<file path="src/rtl/nec_ir_transmitter.sv">
// NEC infrared frame transmitter: leader, 32 data bits LSB first, stop burst, then a guard gap.
// Produces a carrier-modulated LED drive and an active-low baseband envelope.
module nec_ir_transmitter #(
   parameter int UNIT_CYCLES  = 28125,
   parameter int LEAD_MARK_U  = 16,
   parameter int LEAD_SPACE_U = 8,
   parameter int ONE_SPACE_U  = 3,
   parameter int GAP_U        = 70,
   parameter int CARRIER_HALF = 658
) (
   input  logic       CLOCK_50,
   input  logic       RESET,
   input  logic       start,
   input  logic [7:0] address,
   input  logic [7:0] command,
   output logic       IRDA_TXD,
   output logic       ENVELOPE_N,
   output logic       busy,
   output logic       done,
   output logic [2:0] fsm_state
);

   function automatic int max_units();
      int m;
      m = 1;
      if (LEAD_MARK_U > m)  m = LEAD_MARK_U;
      if (LEAD_SPACE_U > m) m = LEAD_SPACE_U;
      if (ONE_SPACE_U > m)  m = ONE_SPACE_U;
      if (GAP_U > m)        m = GAP_U;
      return m;
   endfunction

   localparam int MAX_U = max_units();
   localparam int UW    = $clog2(MAX_U + 1);
   localparam int CW    = $clog2(UNIT_CYCLES + 1);
   localparam int KW    = $clog2(CARRIER_HALF + 1);

   localparam logic [CW-1:0] CYC_LAST = CW'(UNIT_CYCLES - 1);
   localparam logic [KW-1:0] CAR_LAST = KW'(CARRIER_HALF - 1);

   typedef enum logic [2:0] {
      S_IDLE       = 3'd0,
      S_LEAD_MARK  = 3'd1,
      S_LEAD_SPACE = 3'd2,
      S_BIT_MARK   = 3'd3,
      S_BIT_SPACE  = 3'd4,
      S_STOP_MARK  = 3'd5,
      S_GAP        = 3'd6
   } state_t;

   state_t         state;
   logic [CW-1:0]  cyc_cnt;
   logic [UW-1:0]  unit_cnt;
   logic [KW-1:0]  car_cnt;
   logic [5:0]     bit_cnt;
   logic [31:0]    shreg;

   logic [UW-1:0]  unit_len;
   logic           unit_end;
   logic           state_end;
   logic           in_mark;

   // Length of the current state in NEC units; a bit space depends on the bit being sent.
   always_comb begin
      unit_len = UW'(1);
      case (state)
         S_LEAD_MARK:  unit_len = UW'(LEAD_MARK_U);
         S_LEAD_SPACE: unit_len = UW'(LEAD_SPACE_U);
         S_BIT_MARK:   unit_len = UW'(1);
         S_BIT_SPACE:  unit_len = shreg[0] ? UW'(ONE_SPACE_U) : UW'(1);
         S_STOP_MARK:  unit_len = UW'(1);
         S_GAP:        unit_len = UW'(GAP_U);
         default:      unit_len = UW'(1);
      endcase
   end

   always_comb begin
      unit_end  = (cyc_cnt == CYC_LAST);
      state_end = unit_end && (unit_cnt == unit_len - UW'(1));
      in_mark   = (state == S_LEAD_MARK) || (state == S_BIT_MARK) ||
                  (state == S_STOP_MARK);
   end

   always_ff @(posedge CLOCK_50) begin
      if (RESET) begin
         state      <= S_IDLE;
         cyc_cnt    <= '0;
         unit_cnt   <= '0;
         car_cnt    <= '0;
         bit_cnt    <= '0;
         shreg      <= '0;
         IRDA_TXD   <= 1'b0;
         ENVELOPE_N <= 1'b1;
         busy       <= 1'b0;
         done       <= 1'b0;
      end else begin
         done <= 1'b0;
         if (state == S_IDLE) begin
            cyc_cnt  <= '0;
            unit_cnt <= '0;
            car_cnt  <= '0;
            if (start) begin
               state      <= S_LEAD_MARK;
               shreg      <= {~command, command, ~address, address};
               bit_cnt    <= '0;
               busy       <= 1'b1;
               ENVELOPE_N <= 1'b0;
               IRDA_TXD   <= 1'b1;
            end
         end else if (state_end) begin
            // Every state boundary restarts the timing counters and the carrier phase.
            cyc_cnt  <= '0;
            unit_cnt <= '0;
            car_cnt  <= '0;
            case (state)
               S_LEAD_MARK: begin
                  state      <= S_LEAD_SPACE;
                  ENVELOPE_N <= 1'b1;
                  IRDA_TXD   <= 1'b0;
               end
               S_LEAD_SPACE: begin
                  state      <= S_BIT_MARK;
                  ENVELOPE_N <= 1'b0;
                  IRDA_TXD   <= 1'b1;
               end
               S_BIT_MARK: begin
                  state      <= S_BIT_SPACE;
                  ENVELOPE_N <= 1'b1;
                  IRDA_TXD   <= 1'b0;
               end
               S_BIT_SPACE: begin
                  shreg      <= shreg >> 1;
                  bit_cnt    <= bit_cnt + 6'd1;
                  ENVELOPE_N <= 1'b0;
                  IRDA_TXD   <= 1'b1;
                  state      <= (bit_cnt == 6'd31) ? S_STOP_MARK : S_BIT_MARK;
               end
               S_STOP_MARK: begin
                  state      <= S_GAP;
                  ENVELOPE_N <= 1'b1;
                  IRDA_TXD   <= 1'b0;
                  done       <= 1'b1;
               end
               S_GAP: begin
                  state <= S_IDLE;
                  busy  <= 1'b0;
               end
               default: begin
                  state      <= S_IDLE;
                  busy       <= 1'b0;
                  ENVELOPE_N <= 1'b1;
                  IRDA_TXD   <= 1'b0;
               end
            endcase
         end else begin
            if (unit_end) begin
               cyc_cnt  <= '0;
               unit_cnt <= unit_cnt + UW'(1);
            end else begin
               cyc_cnt <= cyc_cnt + CW'(1);
            end
            if (in_mark) begin
               if (car_cnt == CAR_LAST) begin
                  car_cnt  <= '0;
                  IRDA_TXD <= ~IRDA_TXD;
               end else begin
                  car_cnt <= car_cnt + KW'(1);
               end
            end
         end
      end
   end

   assign fsm_state = state;

endmodule
</file>
<file path="config.mk">
export PLATFORM = sky130hd
export DESIGN_NAME = nec_ir_transmitter
export DESIGN_NICKNAME = d
export VERILOG_FILES = /design/src/rtl/nec_ir_transmitter.sv
export SDC_FILE = /design/constraint.sdc
export NUM_CORES = 1
export LEC_CHECK = 0
export ABC_CLOCK_PERIOD_IN_PS = 3200
export BUFFER_PORTS_ARGS = -buffer_cell sky130_fd_sc_hd__buf_2
export CORE_MARGIN = 4
export CORE_UTILIZATION = 39
export CTS_CLUSTER_SIZE = 20
export DETAILED_ROUTE_END_ITERATION = 12
export MAX_ROUTING_LAYER = met4
export PLACE_DENSITY = 0.7
export SYNTH_ARGS = -nofsm -noshare
export SYNTH_HDL_FRONTEND = slang
export SYNTH_SLANG_ARGS = --single-unit
</file>
<file path="constraint.sdc">
create_clock -name CLOCK_50 -period 3.2 [get_ports CLOCK_50]
set_input_delay 0.48 -clock CLOCK_50 [delete_from_list [all_inputs] [get_ports CLOCK_50]]
set_output_delay 0.48 -clock CLOCK_50 [all_outputs]
set_load 0.1 [all_outputs]
</file>
==> results of run 1 <==
-- area by class of cell --
type                       instances  share of cell area (%)
inverter                           9                  0.7923
tap                              129                   3.785
multi-input combinational        330                   48.91
timing repair buffer              41                   6.045
sequential                        77                   36.41
clock buffer                      10                   3.228
clock inverter                     5                  0.8216
-- worst min path at each step --
stage | from | to
after floorplan | shreg[10] | shreg[10]
after global placement | shreg[24] | shreg[24]
after detailed placement | shreg[8] | shreg[8]
final | command[7] | shreg[23]
after CTS | command[7] | shreg[23]
after global routing | command[3] | shreg[19]
-- power by group through the flow --
| stage | Sequential, mW | Clock (mW) | Combinational, mW |
|---|---|---|---|
| finish | 1.02 | 0.658 | 0.260 |
| global route | 1.03 | 0.724 | 0.288 |
| CTS | 1.02 | 0.679 | 0.259 |
| detailed placement | 1.04 | 0 | 0.258 |
| global placement | 1.04 | 0 | 0.252 |
| floorplan | 1.07 | 0 | 0.163 |
-- cells in the mapped netlist (all sizes together) (2+ instances only) --
| library cell | number |
|---|---|
| dfxtp | 77 |
| nand2 | 56 |
| nor2 | 45 |
| nand3 | 30 |
| a21oi | 25 |
| clkbuf | 24 |
| nor3 | 18 |
| xor2 | 18 |
| a311oi | 16 |
| o221ai | 15 |
| xnor2 | 15 |
| inv | 9 |
| and3 | 8 |
| ha | 7 |
| nor4 | 7 |
| o21ai | 7 |
| a31oi | 6 |
| buf | 6 |
| nand4 | 6 |
| o211ai | 5 |
| or3 | 4 |
| or4 | 4 |
| nand2b | 3 |
| nand4b | 3 |
| nor4bb | 3 |
| a211oi | 2 |
| a31o | 2 |
| and2 | 2 |
| nor4b | 2 |
| o21ba | 2 |
| o31ai | 2 |
| or3b | 2 |
-- sequential cells by signal (all words and copies together) (netlist names) --
name,count
ENVELOPE_N,1
IRDA_TXD,1
bit_cnt,6
busy,1
car_cnt,10
cyc_cnt,15
done,1
fsm_state,3
shreg,32
unit_cnt,7
-- logic make-up after synthesis --
kind of cell	Yosys count	share of synthesized area [%]
simple gates	199	26.68
xor+xnor	33	7.773
compound gates	89	17.03
buf+inv	39	4.139
fa+ha+maj	7	2.355
flops	77	41.45
mux	2	0.5720
-- metrics by stage --
step	hold slack [ns]	total power, mW	instance area [um^2]
final	0.4090	1.938	4264
after global routing	0.4089	2.038	4264
after CTS	0.3947	1.959	4255
after detailed placement	0.4583	1.301	4083
after global placement	0.4529	1.293	4083
after floorplan	0.4438	1.234	3799
-- timing repair --
action	4_1_cts	5_1_grt
endpoints found under the hold margin	0	0
endpoints found under the setup margin	0	19
hold buffers	0	0
gates resized for setup	0	2
-- worst max-delay path, cell delays in order (launching register included) --
cell      delay [ns]
dfxtp_4         0.35
or3b_4          0.40
nand2_2         0.09
ha_4            0.18
nor4bb_1        0.22
o21bai_1        0.12
a31o_1          0.26
or4_4           0.61
or4_1           0.52
a21oi_1         0.14
-- layer usage --
metal,wire [um],vias up,track usage (%)
met5,0,-,-
met4,82,0,4.255
met3,347,10,4.899
met2,4155,72,25.64
met1,3919,1549,20.05
li1,-,1662,-
==> impl_metrics.yaml, run 1 <==
layout:
  final_util_pct: 46.15
  fillers: 907
  layout_commonest_cell: "dfxtp_1"
  antenna_cells: 0
  final_nets: 494
  syn_to_final_growth_pct: 14.67
  layout-drive-gt1-share_pct: 16.10
  mostFrequentLayoutCells: "dfxtp_1, nand2_1, nor2_1, nand3_1"
  multi_input_area_um2: 2086
  regArea_um2: 1553
  stdcell_count: 601
outcome:
  status: "finished, final reports clean"
yosys:
  syn_nets: 472
  synth_cell_types: 51
  ys.warnings.count: 0
  ys_seq_area_share_pct: 41.45
  synth_edf_count: 0
  ys_ff_latch: 77
  synth-async-reset-ratio_pct: 0
  syn_area_per_cell_um2: 8.338
  netlist_area_um2: 3719
  synth_top_area_share_pct: 41.45
  syn_inst: 446
  synth_top_area_cell: "dfxtp_1"
  synth_area_leaders: "dfxtp_1, nand2_1, nor2_1, xor2_1, nand3_1"
  ys.flop_type: "dfxtp_1"
critical_path:
  r2r_slack_ns: 0.23
  r2r-end: "bit_cnt[5]"
  setup.worst_path.start: "fsm_state[1]"
  cp.arrival_ns: 3.27
  reg2regPathDepth: 9
  timing.rr.start: "fsm_state[1]"
  required_ns: 3.50
  worst_setup_path_end_kind: "flip-flop"
  critPathLaunchType: "flip-flop"
  worstSetupPathType: "reg -> reg"
  worstPathMaxFanout: 11
  worstSetupEndpoint: "bit_cnt[5]"
route:
  drc: 0
  dr_total_vias: 3293
  wire_per_inst_um: 14.15
  vias_per_cell: 5.479
  first_pass_iters: 4
  drt_wl_total_um: 8505
  antenna_left: 0
  drt_iter0_markers: 156
sta:
  worstMarginPinSlew_ns: 0.7469
  final_max_slew_viol_count: 0
  setup_viol: 0
  skew_ns: 0.01650
  hold_viol_final: 0
  max_slew_margin_pct: 50.21
  max_freq_ghz: 0.3365
  setup_tns_ns: 0
  fin_crit_ns: 2.972
  fin_crit_sh_pct: 92.86
  fin_ws_ns: 0.2284
placed_design:
  pre_cts_slack_ns: 0.1194
  numPortBuffers: 25
  gp_congestion: 0.8549
  dp_hpwl_um: 5719
  dpl.cell_count: 586
floorplanning:
  dieHeight_um: 105.6
  start_util_pct: 40.24
  io_pins: 26
  core_um2: 9240
  dieArea_um2: 11160
  rows: 35
  die_x_um: 105.6
clock_network:
  worst_skew_pair.late_latency_ns: 0.36
  cts.sinks: 77
  cts_buffers: 9
  clk_pin_slew_worst_paths_ns: 0.09
  cts_tree: "yes"
  post_cts_buffers: 0
  clockBufferDepth: 2
  cts_root_buf: "clkbuf_8"
  htreeDepth: 3
power_and_ir_drop:
  netSwitchingFraction_pct: 28.43
  sequentialPowerShare_pct: 52.7
  power_density_nw_per_um2: 454.6
  intPower_mw: 1.387
  combPwrFrac_pct: 13.4
  power.leakage_nw: 1.457
  power_frac_clock_pct: 34.0
  power.switching_uw: 551.0
  peakVddDrop_mv: 0.3481
global_routing:
  grt_pass1_wl_um: 14570
  grt_pass1_vias: 3153
  grt_usage_pct: 16.14
  grt_max_degree: 41
  gr-total-overflow: 0
  antenna_found_initial: 0
worst_hold_path:
  min_path_type: "in -> reg"
  hold_path_depth: 3
run:
  cap_violations: 0
Note: power is estimated with default switching activity, not from simulation.
==> run 2: changes to the inputs <==
ABC_CLOCK_PERIOD_IN_PS = 3800   (was 3200)
PLACE_DENSITY = 0.68   (was 0.7)
clock period = 3.8 ns   (was 3.2 ns; I/O delays follow)
==> run 2 against run 1 <==
  * Setup slack better by 0.27 ns
  * Design area shrank 1.7%
  * Sequential cell count unchanged
  * First-iteration DRC count is 8.3% higher
  * Combinational power is 21% lower
  * Cell count down 1.0%
  * Fmax down 9.9%
  * Critical path depth did not move
  * Clock-buffer cell count increased by 1
  * Clock skew down 0.0090 ns
  * Critical endpoint unchanged
  * Largest power group unchanged
==> impl_metrics.yaml, run 2 (synthesis gave the netlist of run 1 again) <==
clock_network:
  cts_buffers: 9
  cts_root_buf: "clkbuf_8"
  clockBufferDepth: 2
  clk_pin_slew_worst_paths_ns: 0.08
  cts_resized: 0
  cts_tree: "yes"
  cts_hold_buffers: 0
  htreeDepth: 3
  post_cts_buffers: 0
  worst_skew_pair.late_latency_ns: 0.35
  cts.sinks: 77
route:
  drt_wl_total_um: 8241
  drc: 0
  antenna_left: 0
  drt_iter0_markers: 169
  dr_total_vias: 3277
  first_pass_iters: 4
  wire_per_inst_um: 13.85
  vias_per_cell: 5.508
layout:
  layout-drive-gt1-share_pct: 12.88
  regMostFlops: "shreg"
  reg_top3: "shreg (32), cyc_cnt (15), car_cnt (10)"
  syn_to_final_growth_pct: 12.75
  multi_input_area_um2: 2037
  layout_commonest_cell: "dfxtp_1"
  largest_reg_flops: 32
  regArea_um2: 1545
  final_area_um2: 4193
  stdcell_count: 595
  mostFrequentLayoutCells: "dfxtp_1, nand2_1, nor2_1, nand3_1"
  final_nets: 487
  antenna_cells: 0
  fillers: 917
sta:
  max_freq_ghz: 0.3033
  setup_viol: 0
  fin_crit_sh_pct: 86.76
  skew_ns: 0.007540
  fin_crit_ns: 3.297
  max_slew_margin_pct: 28.48
  final_max_slew_viol_count: 0
  rsz0062_at_grt: "no"
  hold_viol_final: 0
  holdWs_ns: 0.4688
  worstMarginPinSlew_ns: 1.073
  setup_tns_ns: 0
global_routing:
  grt_max_degree: 41
  grt_pass1_vias: 2982
  antenna_found_initial: 0
  grt_pass1_wl_um: 13900
  grt_usage_pct: 15.33
  gr-total-overflow: 0
power_and_ir_drop:
  power_frac_clock_pct: 39.5
  netSwitchingFraction_pct: 26.36
  power.switching_uw: 464.5
  intPower_mw: 1.297
  sequentialPowerShare_pct: 48.9
  power.leakage_nw: 1.434
  power_density_nw_per_um2: 420.2
  combPwrFrac_pct: 11.7
  peakVddDrop_mv: 0.1836
floorplanning:
  dieHeight_um: 105.6
  io_pins: 26
  rows: 35
  core_um2: 9240
  die_x_um: 105.6
  dieArea_um2: 11160
  start_util_pct: 40.24
placed_design:
  dpl.cell_count: 579
  dpl_cell_area_um2: 3970
  dp_hpwl_um: 5452
  numPortBuffers: 25
  gp_congestion: 0.8182
worst_hold_path:
  min_to: "shreg[15]"
  min_path_type: "reg -> reg"
  min_from: "shreg[15]"
  hold_path_depth: 2
critical_path:
  cp.arrival_ns: 3.57
  worst_setup_path_end_kind: "flip-flop"
  worstPathMaxFanout: 6
  required_ns: 4.08
  reg2regPathDepth: 9
  r2r_slack_ns: 0.50
  critPathLaunchType: "flip-flop"
  r2r-end: "bit_cnt[5]"
  timing.rr.start: "fsm_state[1]"
  setup.worst_path.start: "fsm_state[1]"
  worstSetupPathType: "reg -> reg"
run:
  cap_violations: 0
outcome:
  status: "finished, final reports clean"
==> run 2: cell count changes in the layout (fill, tap and decap cells not counted), sizes merged <==
cell    before  now
buf         41   34
bufinv       0    2
clkinv       3    1
clkbuf      10   11
==> run 2: stage by stage <==
stage	power [mW]	setup slack (ns)	utilization, %
after floorplan	1.035	0.1184	-
after global placement	1.079	0.6284	42.97
after detailed placement	1.084	0.5290	42.97
after CTS	1.777	0.4974	45.38
after global routing	1.845	0.3278	45.38
final	1.762	0.5031	45.38
==> run 2: layout make-up <==
| type | instances | area share (%) |
|---|---|---|
| multi-input cells | 330 | 48.58 |
| flip-flops and latches | 77 | 36.85 |
| repair buffers | 34 | 4.596 |
| well taps | 129 | 3.850 |
| clock buffers | 11 | 3.372 |
| clock inverters | 5 | 1.940 |
| inverters | 9 | 0.8057 |
==> run 2: worst max path at each step <==
stage,to,cells after the start
final,bit_cnt[5],9
after floorplan,bit_cnt[5],11
after global routing,bit_cnt[3],10
after detailed placement,bit_cnt[5],9
after CTS,bit_cnt[5],9
after global placement,bit_cnt[5],9
==> run 2: power by group through the flow <==
stage                     logic, mW  registers (mW)  clock network [mW]
after floorplan               0.131           0.903                   0
after global placement        0.200           0.879                   0
after detailed placement      0.204           0.880                   0
after CTS                     0.205           0.861               0.711
after global routing          0.226           0.866               0.753
final                         0.205           0.861               0.695
==> run 2: layer usage <==
metal | up-vias | share of wire [%] | wire length, um | track usage, %
met4 | 0 | 1.1 | 89 | 5.920
met2 | 81 | 46 | 3809 | 22.36
met5 | - | 0 | 0 | -
met1 | 1542 | 47 | 3858 | 20.65
li1 | 1644 | - | - | -
met3 | 10 | 5.9 | 483 | 3.491
==> run 2: worst max-delay path, stage by stage (launching register included) <==
cell and delay, ns:
dfxtp_2 0.32, or3b_1 0.41, nand2_1 0.08, ha_1 0.26, o21ai_0 0.12, a221oi_1 0.46
xor2_1 0.25, or4_1 0.64, or4_1 0.53, a21oi_1 0.15
==> run 3: changes to the inputs <==
==> constraint.sdc (replaced) <==
create_clock -name CLOCK_50 -period 3.8 [get_ports CLOCK_50]
set_input_delay 0.57 -clock CLOCK_50 [delete_from_list [all_inputs] [get_ports CLOCK_50]]
set_output_delay 0.57 -clock CLOCK_50 [all_outputs]
set_load 0.02 [all_outputs]
==> run 3 against run 2 <==
  * Core utilization down 0.16 points
  * Critical path type unchanged
  * Clock skew up 0.0071 ns
  * Largest cell class unchanged
  * Clock power decreased by 6.8%
==> impl_metrics.yaml, run 3 (synthesis gave the netlist of run 1 again) <==
layout:
  final_util_pct: 45.21
  reg_top3: "shreg (32), cyc_cnt (15), car_cnt (10)"
  antenna_cells: 0
  layout-drive-gt1-share_pct: 12.63
  regMostFlops: "shreg"
  layout_commonest_cell: "dfxtp_1"
  fillers: 913
  final_nets: 488
  largest_reg_flops: 32
  mostFrequentLayoutCells: "dfxtp_1, nand2_1, nor2_1, nand3_1"
  syn_to_final_growth_pct: 12.35
power_and_ir_drop:
  p_total_mw: 1.691
  power.leakage_nw: 1.430
  power_density_nw_per_um2: 404.7
  peakVddDrop_mv: 0.2650
critical_path:
  setup.worst_path.start: "fsm_state[1]"
  cp.arrival_ns: 3.72
  reg2regPathDepth: 9
  required_ns: 4.08
  worstSetupPathType: "reg -> reg"
  r2r-end: "bit_cnt[5]"
  worst_setup_path_end_kind: "flip-flop"
  worstSetupEndpoint: "bit_cnt[5]"
  worstPathMaxFanout: 14
  timing.rr.start: "fsm_state[1]"
  r2r_slack_ns: 0.36
  critPathLaunchType: "flip-flop"
route:
  first_pass_iters: 4
  wire_per_inst_um: 13.78
  drc: 0
  drt_wl_total_um: 8212
  drt_iter0_markers: 174
  antenna_left: 0
  vias_per_cell: 5.502
  dr_total_vias: 3279
floorplanning:
  rows: 35
  io_pins: 26
  dieArea_um2: 11160
  die_x_um: 105.6
  dieHeight_um: 105.6
  core_um2: 9240
  start_util_pct: 40.24
clock_network:
  cts_buffers: 9
  cts_root_buf: "clkbuf_8"
  post_cts_buffers: 0
  clk_pin_slew_worst_paths_ns: 0.09
  cts_tree: "yes"
  clockBufferDepth: 2
  worst_skew_pair.late_latency_ns: 0.35
  cts.sinks: 77
  cts_hold_buffers: 0
  cts_resized: 0
  htreeDepth: 3
global_routing:
  gr-max-usage-layer: "met2"
  grt_max_degree: 41
  use_met2_pct: 24.82
  grt_pass1_vias: 3194
  grt_use_met1_pct: 20.03
  use_met3_pct: 2.756
  grt_usage_pct: 15.62
  antenna_found_initial: 0
  grt_pass1_wl_um: 14330
  gr-total-overflow: 0
placed_design:
  numPortBuffers: 25
  gp_congestion: 0.8275
  dp_hpwl_um: 5542
run:
  cap_violations: 0
sta:
  fin_crit_sh_pct: 90.55
  setup_viol: 0
  final_max_slew_viol_count: 0
  rsz0062_at_grt: "no"
  setup_tns_ns: 0
  holdWs_ns: 0.4735
  hold_viol_final: 0
  worstMarginPinSlew_ns: 0.7537
  max_slew_margin_pct: 49.63
  fin_crit_ns: 3.441
  skew_ns: 0.01468
  max_freq_ghz: 0.2906
worst_hold_path:
  min_from: "shreg[30]"
  min_path_type: "reg -> reg"
outcome:
  status: "finished, final reports clean"
-- run 3: cell types whose count changed in the layout (fill, tap and decap cells not counted) --
cell | before | now
inv_8 | 0 | 1
dfxtp_1 | 74 | 77
inv_6 | 1 | 3
dfxtp_2 | 3 | 0
clkbuf_1 | 1 | 0
bufinv_16 | 2 | 1
buf_4 | 9 | 10
clkbuf_8 | 10 | 9
-- run 3: layer usage --
metal  vias up  part of all wire, %
met3         4                  4.5
li1       1655                    -
met1      1546                   47
met5         -                    0
met2        74                   48
met4         0                 0.54
-- run 3: worst min path at each step --
| stage | slack [ns] | cells after the start | endpoint |
|---|---|---|---|
| 5_1_grt | 0.50 | 2 | shreg[28] |
| 6_report | 0.47 | 2 | shreg[30] |
| 3_5_place_dp | 0.46 | 2 | shreg[13] |
| 4_1_cts | 0.47 | 2 | shreg[30] |
| 2_1_floorplan | 0.44 | 2 | shreg[10] |
| 3_3_place_gp | 0.45 | 2 | shreg[9] |
-- run 3: final cells by class --
cell class                      instances  area [um^2]  share of cell area [%]
Tap cell                              129        161.4                   3.863
Clock inverter                          7        80.08                   1.917
Inverter                                9        33.78                  0.8086
Sequential cell                        77         1541                   36.90
Clock buffer                            9        123.9                   2.965
Multi-Input combinational cell        330         2037                   48.76
Timing Repair Buffer                   35        200.2                   4.792
-- run 3: report_power, final --
group | internal (mW) | leakage (nW) | total [mW] | switching (mW)
Combinational | 0.0681 | 0.700 | 0.182 | 0.114
Clock | 0.314 | 0.103 | 0.648 | 0.334
Sequential | 0.841 | 0.628 | 0.861 | 0.0204
Total | 1.22 | 1.43 | 1.69 | 0.468
-- run 3: worst max-delay path, stage by stage, from the launching register on --
cell and delay, ns:
dfxtp_1 0.44, or3b_1 0.46, nand2_1 0.08, ha_1 0.26
o21ai_0 0.12, a221oi_1 0.45, xor2_1 0.23, or4_1 0.65
or4_1 0.53, a21oi_1 0.15
-- run 3: through the flow --
stage | instances | instance area, um^2 | setup WS [ns]
final | 596 | 4178 | 0.3591
after global routing | 596 | 4178 | 0.06512
after CTS | 596 | 4178 | 0.3538
after detailed placement | 580 | 3974 | 0.3750
after global placement | 580 | 3974 | 0.4691
after floorplan | 446 | 3719 | 0.3450
